`config.mk`:
```
export PLATFORM = sky130hd
export DESIGN_NAME = vga_csr_line_fetch_flat
export DESIGN_NICKNAME = d
export VERILOG_FILES = /design/src/rtl/vga_fetch_pkg.sv /design/src/rtl/vga_csr_line_fetch_if.sv /design/src/rtl/vga_sync_fifo.sv /design/src/rtl/vga_csr_line_fetch.sv /design/src/flat_wrapper.sv
export SDC_FILE = /design/constraint.sdc
export NUM_CORES = 1
export LEC_CHECK = 0
export BUFFER_PORTS_ARGS = -buffer_cell sky130_fd_sc_hd__buf_2
export CAP_MARGIN = 20
export CORE_MARGIN = 4
export CORE_UTILIZATION = 35
export CTS_BUF_LIST = sky130_fd_sc_hd__clkbuf_4
export CTS_CLUSTER_SIZE = 12
export DETAILED_ROUTE_END_ITERATION = 7
export PLACE_DENSITY = 0.48
export RECOVER_POWER = 50
export SYNTH_ARGS = -nofsm -noshare
export SYNTH_HDL_FRONTEND = slang
export SYNTH_SLANG_ARGS = --single-unit
export TNS_END_PERCENT = 30
```
`constraint.sdc`:
```
create_clock -name wb_clk_i -period 4.1 [get_ports wb_clk_i]
set_input_delay 0.615 -clock wb_clk_i [delete_from_list [all_inputs] [get_ports wb_clk_i]]
set_output_delay 0.615 -clock wb_clk_i [all_outputs]
set_load 0.05 [all_outputs]
```
`src/rtl/vga_fetch_pkg.sv`:
```
// Shared types and widths for the VGA CSR line fetcher and its FIFO.
// Pointer width is derived from the FIFO depth so both files size alike.
package vga_fetch_pkg;

  localparam int ADR_W     = 17;
  localparam int DAT_W     = 16;
  localparam int DEF_DEPTH = 16;

  typedef enum logic [1:0] {
    IDLE   = 2'd0,
    FETCH  = 2'd1,
    DRAIN  = 2'd2,
    FINISH = 2'd3
  } fetch_state_t;

  function automatic int ptr_w(input int depth);
    return (depth > 1) ? $clog2(depth) : 1;
  endfunction

  localparam int PTR_W = ptr_w(DEF_DEPTH);

endpackage

```
`src/rtl/vga_csr_line_fetch_if.sv`:
```
// CSR read path plus pixel stream bundle between the line fetcher (master)
// and the arbiter / pixel pipeline side (slave).
interface vga_csr_line_fetch_if;
  import vga_fetch_pkg::*;

  logic [ADR_W-1:0] csr_adr_o;
  logic             csr_stb_o;
  logic [DAT_W-1:0] csr_dat_i;
  logic [DAT_W-1:0] pix_dat_o;
  logic             pix_valid_o;
  logic             pix_ready_i;

  modport master (
    output csr_adr_o, csr_stb_o, pix_dat_o, pix_valid_o,
    input  csr_dat_i, pix_ready_i
  );

  modport slave (
    input  csr_adr_o, csr_stb_o, pix_dat_o, pix_valid_o,
    output csr_dat_i, pix_ready_i
  );

endinterface

```
`src/rtl/vga_sync_fifo.sv`:
```
// First-word-fall-through synchronous FIFO with flush; the head word reads
// as zero while empty so the pixel output is clean after reset or flush.
module vga_sync_fifo
  import vga_fetch_pkg::*;
#(
  parameter int DEPTH = 16,
  localparam int AW = ptr_w(DEPTH)
) (
  input  logic             clk,
  input  logic             rst,
  input  logic             flush,
  input  logic             push,
  input  logic [DAT_W-1:0] wr_dat,
  input  logic             pop,
  output logic [DAT_W-1:0] rd_dat,
  output logic             not_empty,
  output logic [AW:0]      count
);

  localparam logic [AW:0] FULL = (AW+1)'(DEPTH);

  logic [DAT_W-1:0] mem [DEPTH];
  logic [AW-1:0]    wr_ptr;
  logic [AW-1:0]    rd_ptr;
  logic             do_push;
  logic             do_pop;

  assign not_empty = (count != '0);
  assign do_pop    = pop && not_empty;
  assign do_push   = push && ((count != FULL) || do_pop);
  assign rd_dat    = not_empty ? mem[rd_ptr] : '0;

  always_ff @(posedge clk) begin
    if (rst || flush) begin
      wr_ptr <= '0;
      rd_ptr <= '0;
      count  <= '0;
    end else begin
      if (do_push) wr_ptr <= wr_ptr + 1'b1;
      if (do_pop)  rd_ptr <= rd_ptr + 1'b1;
      case ({do_push, do_pop})
        2'b10:   count <= count + 1'b1;
        2'b01:   count <= count - 1'b1;
        default: ;
      endcase
    end
  end

  always_ff @(posedge clk) begin
    if (do_push) mem[wr_ptr] <= wr_dat;
  end

endmodule

```
`src/rtl/vga_csr_line_fetch.sv`:
```
// Fetches a run of consecutive words over the fixed-latency CSR read path
// into a FIFO, issuing only while FIFO words plus reads in flight fit.
//
//   state  | meaning
//   IDLE   | waiting for start_i; FIFO may still be draining to the consumer
//   FETCH  | issuing one strobe per cycle while words remain and credit allows
//   DRAIN  | no issue; waiting for in-flight reads (discarded if aborted)
//   FINISH | done_o pulse, back to IDLE
module vga_csr_line_fetch
  import vga_fetch_pkg::*;
#(
  parameter int READ_LAT = 2,
  parameter int DEPTH    = 16,
  parameter int CNT_W    = 10
) (
  input  logic                 wb_clk_i,
  input  logic                 wb_rst_i,
  input  logic                 start_i,
  input  logic [ADR_W-1:0]     base_adr_i,
  input  logic [CNT_W-1:0]     count_i,
  input  logic                 abort_i,
  vga_csr_line_fetch_if.master bus,
  output logic                 busy_o,
  output logic                 done_o
);

  localparam int AW = ptr_w(DEPTH);
  localparam int OW = AW + 2;
  localparam logic [READ_LAT-1:0] TAIL_BIT = READ_LAT'(1) << (READ_LAT - 1);

  fetch_state_t     state;
  logic [ADR_W-1:0] cur_adr;
  logic [CNT_W-1:0] remaining;
  logic [READ_LAT-1:0] pipe;
  logic             aborting;
  logic [AW:0]      fifo_count;
  logic [OW-1:0]    inflight;
  logic [OW-1:0]    occupancy;
  logic             issue;
  logic             abort_hit;
  logic             fifo_push;
  logic             last_inflight;

  // The strobe on the bus this cycle is already committed, so it counts as in flight.
  always_comb begin
    inflight = OW'(bus.csr_stb_o);
    for (int i = 0; i < READ_LAT; i++) inflight = inflight + OW'(pipe[i]);
  end

  assign occupancy     = OW'(fifo_count) + inflight;
  assign abort_hit     = abort_i && (state == FETCH || state == DRAIN);
  assign issue         = (state == FETCH) && !abort_i && (remaining != '0) &&
                         (occupancy < OW'(DEPTH));
  // True when at most the returning tail word is outstanding.
  assign last_inflight = !bus.csr_stb_o && ((pipe & ~TAIL_BIT) == '0);
  assign fifo_push     = pipe[READ_LAT-1] && !aborting && !abort_hit;

  vga_sync_fifo #(.DEPTH(DEPTH)) u_fifo (
    .clk       (wb_clk_i),
    .rst       (wb_rst_i),
    .flush     (abort_hit),
    .push      (fifo_push),
    .wr_dat    (bus.csr_dat_i),
    .pop       (bus.pix_ready_i),
    .rd_dat    (bus.pix_dat_o),
    .not_empty (bus.pix_valid_o),
    .count     (fifo_count)
  );

  always_ff @(posedge wb_clk_i) begin
    if (wb_rst_i) begin
      state         <= IDLE;
      cur_adr       <= '0;
      remaining     <= '0;
      pipe          <= '0;
      aborting      <= 1'b0;
      bus.csr_stb_o <= 1'b0;
      bus.csr_adr_o <= '0;
      busy_o        <= 1'b0;
      done_o        <= 1'b0;
    end else begin
      pipe          <= READ_LAT'({pipe, bus.csr_stb_o});
      bus.csr_stb_o <= 1'b0;
      done_o        <= 1'b0;
      case (state)
        IDLE: begin
          if (start_i) begin
            cur_adr   <= base_adr_i;
            remaining <= count_i;
            aborting  <= 1'b0;
            busy_o    <= 1'b1;
            if (count_i == '0) begin
              state  <= FINISH;
              done_o <= 1'b1;
            end else begin
              state <= FETCH;
            end
          end
        end
        FETCH: begin
          if (abort_i) begin
            state    <= DRAIN;
            aborting <= 1'b1;
          end else if (issue) begin
            bus.csr_stb_o <= 1'b1;
            bus.csr_adr_o <= cur_adr;
            cur_adr       <= cur_adr + 1'b1;
            remaining     <= remaining - 1'b1;
            if (remaining == CNT_W'(1)) state <= DRAIN;
          end
        end
        DRAIN: begin
          if (abort_i) aborting <= 1'b1;
          if (last_inflight) begin
            if (aborting || abort_i) begin
              state  <= IDLE;
              busy_o <= 1'b0;
            end else begin
              state  <= FINISH;
              done_o <= 1'b1;
            end
          end
        end
        FINISH: begin
          state  <= IDLE;
          busy_o <= 1'b0;
        end
        default: state <= IDLE;
      endcase
    end
  end

endmodule

```
`src/flat_wrapper.sv`:
```
// flat-port wrapper written by rule: the top's interface ports become plain ports
module vga_csr_line_fetch_flat import vga_fetch_pkg::*;
#(
  parameter int READ_LAT = 2,
  parameter int DEPTH    = 16,
  parameter int CNT_W    = 10
)
  (wb_clk_i, wb_rst_i, start_i, base_adr_i, count_i, abort_i, busy_o, done_o, bus_csr_adr_o, bus_csr_stb_o, bus_pix_dat_o, bus_pix_valid_o, bus_csr_dat_i, bus_pix_ready_i);
  vga_csr_line_fetch_if bus_i ();
  input  logic wb_clk_i;
  input  logic wb_rst_i;
  input  logic start_i;
  input  logic [ADR_W-1:0] base_adr_i;
  input  logic [CNT_W-1:0] count_i;
  input  logic abort_i;
  output logic busy_o;
  output logic done_o;
  output wire logic [$bits(bus_i.csr_adr_o)-1:0] bus_csr_adr_o;
  output wire logic [$bits(bus_i.csr_stb_o)-1:0] bus_csr_stb_o;
  output wire logic [$bits(bus_i.pix_dat_o)-1:0] bus_pix_dat_o;
  output wire logic [$bits(bus_i.pix_valid_o)-1:0] bus_pix_valid_o;
  input wire logic [$bits(bus_i.csr_dat_i)-1:0] bus_csr_dat_i;
  input wire logic [$bits(bus_i.pix_ready_i)-1:0] bus_pix_ready_i;
  assign bus_csr_adr_o = bus_i.csr_adr_o;
  assign bus_csr_stb_o = bus_i.csr_stb_o;
  assign bus_pix_dat_o = bus_i.pix_dat_o;
  assign bus_pix_valid_o = bus_i.pix_valid_o;
  assign bus_i.csr_dat_i = bus_csr_dat_i;
  assign bus_i.pix_ready_i = bus_pix_ready_i;
  vga_csr_line_fetch #(.READ_LAT(READ_LAT), .DEPTH(DEPTH), .CNT_W(CNT_W)) u_core (.wb_clk_i(wb_clk_i), .wb_rst_i(wb_rst_i), .start_i(start_i), .base_adr_i(base_adr_i), .count_i(count_i), .abort_i(abort_i), .bus(bus_i), .busy_o(busy_o), .done_o(done_o));
endmodule
```
Word-level counts from Yosys, hierarchy flattened
Memory sizes are Yosys's and may differ from the RTL's. A register that Yosys moved wholly into a read port is not among the register bits.
Index checks and enable logic that the tools add are counted.
{"block": "totals", "wordCells": 108, "latch_bits": 0, "input_bits": 48, "memories": 1, "mem_bits_rw": 256, "ff_bits": 65, "output_inout_bits": 37, "romBits": 0}
{"memory": "u_core.u_fifo.mem", "words": 16, "width": 16, "rd": 1, "rd_clocked_by_memory_dff": 1, "wr": 1, "line": "vga_sync_fifo.sv:22", "source": "logic [DAT_W-1:0] mem [DEPTH];"}
{"block": "classes", "n_eq_ne": 15, "n_reduce_logical": 33, "n_addsub": 9, "n_lt_le_gt_ge": 1, "n_bitwise": 2, "mux": 35, "multipliers": 0, "shifts": 0, "div_mod_pow": 0}
{"cell": "two-way mux 17 bit", "n": 3}
{"cell": "case mux 17 bit (2 select lines)", "n": 1}
{"cell": "two-way mux 10 bit", "n": 3}
{"cell": "case mux 10 bit (2 select lines)", "n": 1}
{"cell": "adder 17 x 1 -> 17 bit, second input constant", "n": 1}
{"cell": "two-way mux 16 bit", "n": 1}
{"cell": "two-way mux 2 bit", "n": 7}
{"cell": "two-way mux 1 bit", "n": 12}
{"cell": "AND reduction 4 bit", "n": 3}
{"cell": "== test 10 x 1 -> 1 bit, second input constant", "n": 1}
{"cell": "logical NOT 10 bit", "n": 1}
{"cell": "case mux 5 bit (2 select lines)", "n": 1}
{"cell": "nonzero test 10 bit", "n": 1}
{"cell": "subtractor 10 x 1 -> 10 bit, second input constant", "n": 1}
{"cell": "logical AND 1 bit", "n": 9}
{"cell": "adder 4 x 1 -> 4 bit, second input constant", "n": 2}
{"cell": "two-way mux 4 bit", "n": 2}
{"cell": "case mux 2 bit (4 select lines)", "n": 1}
{"cell": "adder 5 x 6 -> 6 bit", "n": 1}
{"cell": "adder 6 x 1 -> 6 bit", "n": 1}
{"cell": "== test 2 bit, second input constant", "n": 3}
{"cell": "less-than comparator 6 x 5 -> 1 bit, second input constant", "n": 1}
{"cell": "inequality test 2 x 1 -> 1 bit, second input constant", "n": 3}
{"cell": "inequality test 2 bit, second input constant", "n": 3}
{"cell": "other kinds (19)", "n": 32}

Logic depth before layout (Yosys ltp)
Gate-level depths: netlist of run 1.
{"block": "depth", "word_depth": 8, "mapped_depth": 11, "depth_no_buf": 11}

By module
Synthesis of run 1 repeated with hierarchy kept, for this count alone.
{"block": "unflattened", "hier_cells": 876, "hier_area_um2": 13691.9}
{"mod": "vga_sync_fifo", "area_each_um2": 10857.9, "cells_per_inst": 531, "n_inst": 1, "seq_area_each_um2": 8027.7}
{"mod": "vga_csr_line_fetch", "area_each_um2": 2834.0, "cells_per_inst": 345, "n_inst": 1, "seq_area_each_um2": 1041.0}

Worst setup path after synthesis of run 1
OpenSTA, ideal clock, no wires.
{"block": "synth_timing", "path_type": "register to register", "start": "register u_core.state[0]", "end": "memory u_core.u_fifo.mem[3][0], enable pin", "n_path_buf": 0, "path_slack_ps": 995, "required_time_ps": 3691, "period_less_slack_ps": 3105, "setup_time_ps": 409, "t_arrival_ps": 2695, "stages_incl_launch_ff": 7, "cell_sequence": "dfxtp_1 inv_1 ha_1 and2_1 a311oi_2 nand2_1 nor3_1"}
{"block": "synth_via", "elab_chain_len": 8, "elab_cells_between_ends": 9, "cone_classes": "eq/ne (2); mux (2); reduce/logical (5)"}
{"element": "from (decl)", "line": "vga_csr_line_fetch.sv:31", "source": "fetch_state_t state;"}
{"element": "from (signal assigned)", "line": "vga_csr_line_fetch.sv:72", "source": "state <= IDLE;"}
{"element": "from (signal assigned)", "line": "vga_csr_line_fetch.sv:93", "source": "state <= FINISH;"}
{"element": "from (signal assigned)", "line": "vga_csr_line_fetch.sv:96", "source": "state <= FETCH;"}
{"element": "== test 2 x 1 -> 1 bit or == test 2 bit (tied branches)", "line": "vga_csr_line_fetch.sv:51", "source": "assign abort_hit = abort_i && (state == FETCH || state == DRAIN);"}
{"element": "logical OR 1 bit (*)", "line": "vga_csr_line_fetch.sv:51"}
{"element": "logical AND 1 bit (*)", "line": "vga_csr_line_fetch.sv:51"}
{"element": "logical NOT 1 bit (*)", "line": "vga_csr_line_fetch.sv:56", "source": "assign fifo_push = pipe[READ_LAT-1] && !aborting && !abort_hit;"}
{"element": "logical AND 1 bit (*)", "line": "vga_csr_line_fetch.sv:56"}
{"element": "logical AND 1 bit (*)", "line": "vga_sync_fifo.sv:30", "source": "assign do_push = push && ((count != FULL) || do_pop);"}
{"element": "two-way mux 1 bit (*)", "line": "vga_sync_fifo.sv:50", "source": "if (do_push) mem[wr_ptr] <= wr_dat;"}
{"element": "two-way mux 1 bit (implied by the code) (*)", "line": "vga_sync_fifo.sv:50"}
{"element": "to (decl)", "line": "vga_sync_fifo.sv:22"}
Mark *: on every way between the ends. The rest lies on a longest branch, timed or not.

==> results of run 1 <==
cell usage after synthesis (all sizes together) (3+ instances only):
cell type / n
nor2: 53
a31oi: 8
nand3: 24
a22oi: 3
a21oi: 48
a311oi: 3
o31ai: 9
or3: 5
a32oi: 3
mux2i: 7
nor3b: 3
inv: 16
clkbuf: 25
o211ai: 7
xnor2: 3
or2: 4
dfxtp: 69
ha: 21
mux4: 80
and2: 18
nand3b: 3
nor3: 18
and3: 4
xor2: 6
buf: 27
a211oi: 15
nor4: 9
o21ai: 6
nand4: 8
nand2b: 5
o21a: 3
o32ai: 10
edfxtp: 256
nand2: 54
nor2b: 7
cell families after synthesis:
family / after synthesis
flops: 325
simple gates: 220
compound gates: 127
mux: 87
buf+inv: 69
fa+ha+maj: 22
xor+xnor: 9
routing by layer:
metal | GRT usage [%] | vias up
met1 | 21.33 | 4077
met4 | 4.833 | 2
met5 | 0 | -
met3 | 4.037 | 53
met2 | 26.46 | 205
li1 | - | 3784
registers in the layout (all words and copies together), names as in the netlist, named ones only:
| name | count |
|---|---|
| u_core.aborting | 1 |
| u_core.u_fifo.rd_ptr | 4 |
| u_core.u_fifo.mem | 256 |
| u_core.cur_adr | 17 |
| u_core.u_fifo.wr_ptr | 4 |
| u_core.done_o | 1 |
| u_core.u_fifo.count | 5 |
| u_core.bus.csr_adr_o | 17 |
| u_core.state | 2 |
| u_core.pipe | 2 |
| u_core.remaining | 10 |
| u_core.bus.csr_stb_o | 1 |
| u_core.busy_o | 1 |
final cells by class:
class	count	area share [%]
Antenna cell	3	0.04754
Sequential cell	325	57.46
Timing Repair Buffer	118	4.469
Multi-Input combinational cell	465	26.75
Tap cell	511	4.049
Inverter	17	0.4041
Clock inverter	30	0.9667
Clock buffer	123	5.848
through the flow:
step	setup slack (ns)	std cells	power (mW)
floorplan	0.9955	859	5.327
finish	0.3955	1592	8.512
detailed placement	0.9467	1436	5.827
global route	0.1300	1592	9.071
CTS	0.2358	1589	8.654
global placement	1.007	1436	5.841
power by group:
| part | switching [mW] | total (mW) | leakage (nW) | internal [mW] |
|---|---|---|---|---|
| clock | 1.31 | 2.76 | 0.643 | 1.45 |
| combinational | 1.24 | 1.84 | 1.71 | 0.598 |
| sequential | 0.198 | 3.91 | 2.86 | 3.71 |
final timing paths:
path | start | end | slack (ns) | cells past startpoint
max | register | bus_pix_dat_o[0] | 0.40 | 5
min | base_adr_i[0] | u_core.cur_adr[0] | 0.17 | 3
max reg2reg | u_core.state[0] | u_core.u_fifo.mem[15][7] | 0.60 | 7
min reg2reg | u_core.pipe[0] | u_core.pipe[1] | 0.45 | 2
worst max-delay path: stages (launching register included):
cell	delay (ns)
dfxtp_4	0.62
buf_12	0.31
mux4_1	0.58
mux4_2	0.46
and2_1	0.17
buf_2	0.21
==> results.sh, run 1 <==
export IMPL_hold_class="input pin to register"
export IMPL_synth_edf_count=256
export IMPL_multiInputGateArea_um2=4224
export IMPL_leakage_nw=5.217
export IMPL_drcViolationCount=0
export IMPL_top_layer="met5"
export IMPL_drt_total_wl_um=33280
export IMPL_clk_latency_ns=0.75
export IMPL_cts_tree="built"
export IMPL_crit_fanout=28
export IMPL_synth_top_family_by_area="multiplexers"
export IMPL_critPathRequiredTime_ns=3.48
export IMPL_synth_area_mux_share_pct=13.85
export IMPL_synth_top_area_share_pct=56.52
export IMPL_cts_sinks=325
export IMPL_max_freq_mhz=269.9
export IMPL_ant_nets=0
export IMPL_cp_data_arrival_time_ns=3.09
export IMPL_fin_area_um2=15790
export IMPL_hold_viol_final=0
export IMPL_seqCellArea_um2=9074
export IMPL_place_gp_congestion=0.7327
export IMPL_drive_gt1_share_pct=28.94
export IMPL_synthArstFlopShare_pct=0
export IMPL_powerDensity_nw_per_um2=539.1
export IMPL_synthXorXnorAreaFrac_pct=0.5796
export IMPL_yosysWarnings=0
export IMPL_final_nets=1084
export IMPL_routedWlPerCell_um=20.91
export IMPL_layout_commonest_cell="edfxtp_1"
export IMPL_cp_start_kind="register"
export IMPL_avgSynthCellArea_um2=15.83
export IMPL_final_util_pct=41.53
export IMPL_synthAdderAreaFrac_pct=2.079
export IMPL_syn2layout_area_growth_pct=16.10
export IMPL_core_area_um2=38020
export IMPL_ctsResizeCount=0
export IMPL_fin_crit_sh_pct=90.35
export IMPL_maxSlewHeadroom_pct=24.14
export IMPL_fin_skew_ns=0.05521
export IMPL_finalSetupViolCount=0
export IMPL_synth_compound_area_share_pct=6.329
export IMPL_antenna_found_initial=3
export IMPL_slew_viol_final=0
export IMPL_wl_met1_um=14700
export IMPL_die_y_um=205.1
export IMPL_syn_cell_area_um2=13600
export IMPL_dr_wl_met3_um=1596
export IMPL_status="completed"
export IMPL_maxCapViolations=0
export IMPL_overflow=0
export IMPL_post_route_min_period_ns=3.704
export IMPL_postCtsSetupRepairBufs=0
export IMPL_cts_root_buf="clkbuf_4"
export IMPL_worst_setup_path_type="register to primary output"
export IMPL_syn_num_nets=929
export IMPL_synth_area_leaders="edfxtp_1 57%, mux4_2 13%, dfxtp_1 10%"
export IMPL_grt_max_degree=51
export IMPL_row_count=71
export IMPL_synth_top_flop_cell="edfxtp_1"
export IMPL_first_pass_iters=5
export IMPL_nFillCells=3639
export IMPL_grt_pass1_vias=8470
export IMPL_ys_ff_latch=325
export IMPL_placed_cell_area_um2=14770
export IMPL_end_kind="primary output"
export IMPL_via_count=8121
export IMPL_synth_largest_area_cell="edfxtp_1"
export IMPL_path_clk_slew_ns=0.07
export IMPL_wl_met2_um=16390
export IMPL_clockBufferDepth=3
export IMPL_grt_pass1_wl_um=51370
export IMPL_holdBufCountCts=0
export IMPL_initial_utilization_pct=35.77
export IMPL_fin_tns_setup_ns=0
export IMPL_rsz0062_at_grt="false"
export IMPL_htreeDepth=3
export IMPL_yosysSeqAreaShare_pct=66.68
export IMPL_syn_inst=859
export IMPL_vdd_drop_max_mv=0.3795
export IMPL_dieArea_um2=42080
export IMPL_numCtsBuffers=87
export IMPL_track_usage_pct=16.13
export IMPL_final_cell_mix="256 x edfxtp_1, 123 x clkbuf_4, 77 x mux4_2"
export IMPL_holdWs_ns=0.1714
export IMPL_die_w_um=205.1
export IMPL_io_buffers=84
export IMPL_synthDistinctLibCells=58
export IMPL_drtIter0Drc=504
export IMPL_synthSimpleGateAreaFrac_pct=8.004
export IMPL_routed_via_density=5.101
export IMPL_num_io_pins=85
export IMPL_dpl_hpwl_um=20370
export IMPL_worst_pin_slew_ns=1.130
Power figures use the tool's default switching activity.
==> run 2: changes to the inputs <==
--- a/config.mk
+++ b/config.mk
@@ -16,5 +16,6 @@
 export RECOVER_POWER = 50
 export SYNTH_ARGS = -nofsm -noshare
 export SYNTH_HDL_FRONTEND = slang
+export SYNTH_HIERARCHICAL = 1
 export SYNTH_SLANG_ARGS = --single-unit
 export TNS_END_PERCENT = 30
==> run 2 against run 1 <==
The flow now finishes with violations (capacitance limit, slew limit); sequential share of layout area is 0.35 points lower; die area up 0.64%; cell area rose by 0.66%; hold slack got worse by 0.019 ns; sequential power about the same; setup slack improved by 0.052 ns; cell count grew 1.8%; count of clock-buffer cells in the layout is 13 higher.
==> results.sh, run 2 <==
export IMPL_status="complete, but fails checks"
export IMPL_violations="capacitance limit, slew limit"
export IMPL_track_usage_pct=15.28
export IMPL_fin_tns_setup_ns=0
export IMPL_final_nets=1102
export IMPL_max_freq_mhz=273.8
export IMPL_first_pass_iters=5
export IMPL_leakage_nw=5.386
export IMPL_reg2reg_depth=8
export IMPL_via_count=8154
export IMPL_maxCapViolations=1
export IMPL_place_gp_congestion=0.7238
export IMPL_regMostFlops="u_core/u_fifo/mem"
export IMPL_routedWlPerCell_um=19.56
export IMPL_hold_class="input pin to register"
export IMPL_syn_cell_area_um2=13690
export IMPL_cts_sinks=325
export IMPL_grt_pass1_wl_um=49360
export IMPL_critPathRequiredTime_ns=3.48
export IMPL_clockBufferDepth=3
export IMPL_grt_max_degree=46
export IMPL_ys_ff_latch=325
export IMPL_reg_top3="u_core/u_fifo/mem x256, u_core/bus.csr_adr_o x17, u_core/cur_adr x17"
export IMPL_vdd_drop_max_mv=0.3732
export IMPL_die_w_um=205.8
export IMPL_hold_depth=2
export IMPL_synthDistinctLibCells=68
export IMPL_drive_gt1_share_pct=29.13
export IMPL_end_kind="primary output"
export IMPL_routed_via_density=5.030
export IMPL_worst_setup_path_type="register to primary output"
export IMPL_powerDensity_nw_per_um2=522.4
export IMPL_yosysWarnings=6
export IMPL_dr_wl_met3_um=1263
export IMPL_path_clk_slew_ns=0.06
export IMPL_synthArstFlopShare_pct=0
export IMPL_layout_commonest_cell="edfxtp_1"
export IMPL_holdBufCountCts=0
export IMPL_drt_total_wl_um=31710
export IMPL_num_io_pins=85
export IMPL_synth_top_area_share_pct=56.15
export IMPL_synth_largest_area_cell="edfxtp_1"
export IMPL_dp_slack_ns=1.093
export IMPL_postCtsSetupRepairBufs=0
export IMPL_finalSetupViolCount=0
export IMPL_cp_start_kind="register"
export IMPL_cts_tree="built"
export IMPL_placed_cell_area_um2=14810
export IMPL_drtIter0Drc=471
export IMPL_die_y_um=205.8
export IMPL_cts_root_buf="clkbuf_4"
export IMPL_clk_latency_ns=0.75
export IMPL_grt_pass1_vias=8498
export IMPL_dieArea_um2=42350
export IMPL_dpl_hpwl_um=19380
export IMPL_holdWs_ns=0.1522
export IMPL_fin_skew_ns=0.04768
export IMPL_fin_area_um2=15890
export IMPL_synth_top_flop_cell="edfxtp_1"
export IMPL_overflow=0
export IMPL_syn2layout_area_growth_pct=16.08
export IMPL_synthTopCellsByCount="256 x edfxtp_1, 69 x dfxtp_1, 66 x nor2_1"
export IMPL_numCtsBuffers=90
export IMPL_synth_area_leaders="edfxtp_1 56%, mux4_2 11%, dfxtp_1 10%"
export IMPL_synth_edf_count=256
export IMPL_wl_met1_um=14530
export IMPL_avgSynthCellArea_um2=15.63
export IMPL_worst_pin_slew_ns=1.715
export IMPL_row_count=72
export IMPL_largest_reg_flops=256
export IMPL_io_buffers=84
export IMPL_cp_data_arrival_time_ns=3.04
export IMPL_wl_met2_um=15310
export IMPL_htreeDepth=3
export IMPL_slew_viol_final=41
export IMPL_crit_fanout=37
export IMPL_ant_nets=0
export IMPL_syn_inst=876
export IMPL_top_layer="met4"
export IMPL_final_cell_mix="256 x edfxtp_1, 136 x clkbuf_4, 66 x dfxtp_1"
export IMPL_hold_viol_final=0
export IMPL_ctsResizeCount=0
export IMPL_maxSlewHeadroom_pct=-14.35
export IMPL_rsz0062_at_grt="false"
export IMPL_syn_num_nets=944
export IMPL_fin_crit_sh_pct=89.09
export IMPL_initial_utilization_pct=35.43
export IMPL_yosysMostFrequentCell="edfxtp_1"
export IMPL_antenna_found_initial=1
export IMPL_drcViolationCount=0
export IMPL_fin_ws_ns=0.4471
export IMPL_core_area_um2=38650
export IMPL_yosysSeqAreaShare_pct=66.23
export IMPL_post_route_min_period_ns=3.653
run 2: final timing paths:
| kind | slack (ns) | endpoint | startpoint |
|---|---|---|---|
| worst max-delay path | 0.45 | bus_pix_dat_o[6] | register |
| worst min-delay path | 0.15 | u_core/pipe[0] | wb_rst_i |
| worst max register to register | 0.50 | u_core/cur_adr[11] | u_core/state[1] |
| worst min register to register | 0.48 | u_core/cur_adr[16] | u_core/cur_adr[16] |
run 2: final cells by class:
type | count | area [um^2]
fill | 3629 | 22750
sequential | 325 | 9077
multi-input combinational | 479 | 4268
clock buffer | 136 | 1021
tap | 518 | 648.1
timing repair buffer | 116 | 638.1
clock inverter | 24 | 156.4
inverter | 22 | 82.58
antenna | 1 | 2.502
run 2: routing by layer:
layer	vias to the layer above	GRT usage, %
met3	48	3.578
li1	3823	-
met5	-	0
met1	4116	20.59
met2	167	24.39
met4	0	5.394
run 2: cell families (layout without fill, tap and decap cells):
logic type      after synthesis  after routing  synth area share [%]
compound gates              151            151                 7.567
buf+inv                      72            298                 2.714
other cells                   0              1                     0
fa+ha+maj                    20             20                 1.937
mux                         104            104                 13.47
flops                       325            325                 66.23
xor+xnor                      5              5                0.3198
simple gates                199            199                 7.759
run 2: worst max-delay path, cell delays in order (launching register included):
cell	delay, ns
dfxtp_4	0.79
buf_12	0.29
mux4_2	0.51
nor2b_1	0.14
a211oi_1	0.21
a211oi_1	0.09
buf_2	0.28
run 2: stage by stage:
stage,util (%),power (mW),cells
4_1_cts,41.37,8.466,1620
5_1_grt,41.13,8.824,1621
3_3_place_gp,38.33,5.408,1460
6_report,41.13,8.303,1621
2_1_floorplan,-,5.033,876
3_5_place_dp,38.33,5.417,1460
run 2: report_power, final:
| part | internal [mW] | total (mW) | leakage, nW | switching (mW) |
|---|---|---|---|---|
| sequential | 3.70 | 3.89 | 2.86 | 0.186 |
| clock | 1.64 | 2.98 | 0.699 | 1.34 |
| combinational | 0.511 | 1.44 | 1.83 | 0.929 |
==> run 3: changes to the inputs <==
--- a/config.mk
+++ b/config.mk
@@ -7,12 +7,12 @@
 export LEC_CHECK = 0
 export BUFFER_PORTS_ARGS = -buffer_cell sky130_fd_sc_hd__buf_2
 export CAP_MARGIN = 20
-export CORE_MARGIN = 4
-export CORE_UTILIZATION = 35
+export CORE_MARGIN = 5
+export CORE_UTILIZATION = 40
 export CTS_BUF_LIST = sky130_fd_sc_hd__clkbuf_4
 export CTS_CLUSTER_SIZE = 12
 export DETAILED_ROUTE_END_ITERATION = 7
-export PLACE_DENSITY = 0.48
+export PLACE_DENSITY = 0.53
 export RECOVER_POWER = 50
 export SYNTH_ARGS = -nofsm -noshare
 export SYNTH_HDL_FRONTEND = slang
==> run 3 against run 2 <==
The run now ends clean; clock skew is 0.013 ns lower; power decreased by 3.1%; clock power is 8.1% lower; via count down 1.5%; critical path depth unchanged; non-clock buffer count fell by 4.
==> results.sh, run 3 (synthesized netlist as in run 2, its figures left out) <==
export IMPL_multiInputGateArea_um2=4268
export IMPL_hold_viol_final=0
export IMPL_drt_total_wl_um=30440
export IMPL_row_count=67
export IMPL_largest_reg_flops=256
export IMPL_cts_tree="built"
export IMPL_cp_start_kind="register"
export IMPL_cp_data_arrival_time_ns=3.01
export IMPL_final_nets=1095
export IMPL_finalSetupViolCount=0
export IMPL_die_w_um=195.0
export IMPL_final_util_pct=46.48
export IMPL_holdBufCountCts=0
export IMPL_hold_depth=2
export IMPL_end_kind="primary output"
export IMPL_max_freq_mhz=276.0
export IMPL_first_pass_iters=5
export IMPL_whs_endpoint="u_core/pipe[0]"
export IMPL_path_clk_slew_ns=0.06
export IMPL_hold_class="input pin to register"
export IMPL_final_cell_mix="256 x edfxtp_1, 126 x clkbuf_4, 66 x dfxtp_1"
export IMPL_dieArea_um2=38030
export IMPL_drtIter0Drc=437
export IMPL_reg2reg_from="u_core/state[0]"
export IMPL_drcViolationCount=0
export IMPL_htreeDepth=3
export IMPL_leakage_nw=5.305
export IMPL_numCtsBuffers=87
export IMPL_routedWlPerCell_um=19.83
export IMPL_worst_setup_path_type="register to primary output"
export IMPL_die_y_um=195.0
export IMPL_worstReg2RegEnd="u_core/u_fifo/mem[11][5]"
export IMPL_powerDensity_nw_per_um2=513.8
export IMPL_rsz0062_at_grt="false"
export IMPL_maxSlewHeadroom_pct=6.170
export IMPL_clk_latency_ns=0.71
export IMPL_cts_root_buf="clkbuf_4"
export IMPL_clockBufferDepth=3
export IMPL_crit_fanout=31
export IMPL_reg2reg_depth=8
export IMPL_grt_max_degree=49
export IMPL_slew_viol_final=0
export IMPL_grt_pass1_wl_um=48170
export IMPL_cts_sinks=325
export IMPL_fin_ws_ns=0.4767
export IMPL_syn2layout_area_growth_pct=14.41
export IMPL_nFillCells=3080
export IMPL_stdcell_count=1535
export IMPL_layout_commonest_cell="edfxtp_1"
export IMPL_post_route_min_period_ns=3.623
export IMPL_num_io_pins=85
export IMPL_io_buffers=84
export IMPL_dp_slack_ns=1.116
export IMPL_fin_tns_setup_ns=0
export IMPL_reg_top3="u_core/u_fifo/mem x256, u_core/bus.csr_adr_o x17, u_core/cur_adr x17"
export IMPL_overflow=0
export IMPL_place_gp_congestion=0.7480
export IMPL_grt_pass1_vias=8534
export IMPL_critPathRequiredTime_ns=3.48
export IMPL_fin_skew_ns=0.03437
export IMPL_postCtsSetupRepairBufs=0
export IMPL_seqCellArea_um2=9077
export IMPL_placed_cells=1386
export IMPL_fin_crit_sh_pct=88.37
export IMPL_ant_nets=0
export IMPL_maxCapViolations=0
export IMPL_regMostFlops="u_core/u_fifo/mem"
export IMPL_status="completed"
export IMPL_antenna_found_initial=2
export IMPL_rrSetupSlack_ns=0.80
export IMPL_drive_gt1_share_pct=28.11
export IMPL_vdd_drop_max_mv=0.3551
export IMPL_track_usage_pct=16.12
export IMPL_initial_utilization_pct=40.63
export IMPL_dpl_hpwl_um=18350
export IMPL_min_from="wb_rst_i"
export IMPL_worst_pin_slew_ns=1.407
export IMPL_via_count=8032
export IMPL_routed_via_density=5.233
export IMPL_ctsResizeCount=0
export IMPL_core_area_um2=33700
## run 3: final cells by class
class / instances / area share (%)
multi-input cells: 479 / 27.24
diodes: 2 / 0.03195
inverters: 22 / 0.5272
flip-flops and latches: 325 / 57.95
repair buffers: 112 / 3.906
clock buffers: 126 / 6.038
clock inverters: 21 / 0.7268
well taps: 448 / 3.578
## run 3: how the worst max path moves through the flow
stage / startpoint / end / slack, ns / cells after the start
floorplan: u_core/state[0] / u_core/u_fifo/mem[0][0] / 0.73 / 7
global placement: register / bus_pix_dat_o[13] / 1.12 / 6
detailed placement: abort_i / u_core/u_fifo/count[4] / 1.12 / 12
CTS: register / bus_pix_dat_o[13] / 0.33 / 6
global route: register / bus_pix_dat_o[13] / 0.21 / 6
finish: register / bus_pix_dat_o[13] / 0.48 / 6
## run 3: worst max-delay path: stages, from the launching register on
cell and delay, ns:
dfxtp_4 0.73, buf_12 0.29, mux4_2 0.51, nor2b_1 0.14, a211oi_1 0.21, a211oi_1 0.12
buf_2 0.29
## run 3: layer usage
| metal | up-vias | global-route usage [%] | share of wire, % |
|---|---|---|---|
| met4 | 0 | 4.939 | 1.1 |
| li1 | 3806 | - | - |
| met5 | - | 0 | 0 |
| met2 | 155 | 25.82 | 49 |
| met1 | 4045 | 22.05 | 46 |
| met3 | 26 | 3.791 | 4.1 |
## run 3: report_power, final
group	internal (mW)	switching, mW	leakage [nW]
logic	0.511	0.922	1.81
clock network	1.46	1.27	0.633
registers	3.70	0.178	2.86
## run 3: stage by stage
stage	power, mW	hold WS, ns	instance area (um^2)
after detailed placement	5.404	0.4647	14690
after CTS	8.193	0.1032	15750
after floorplan	5.033	0.4504	13690
after global routing	8.581	0.1224	15670
final	8.048	0.1746	15670
after global placement	5.393	0.4618	14690
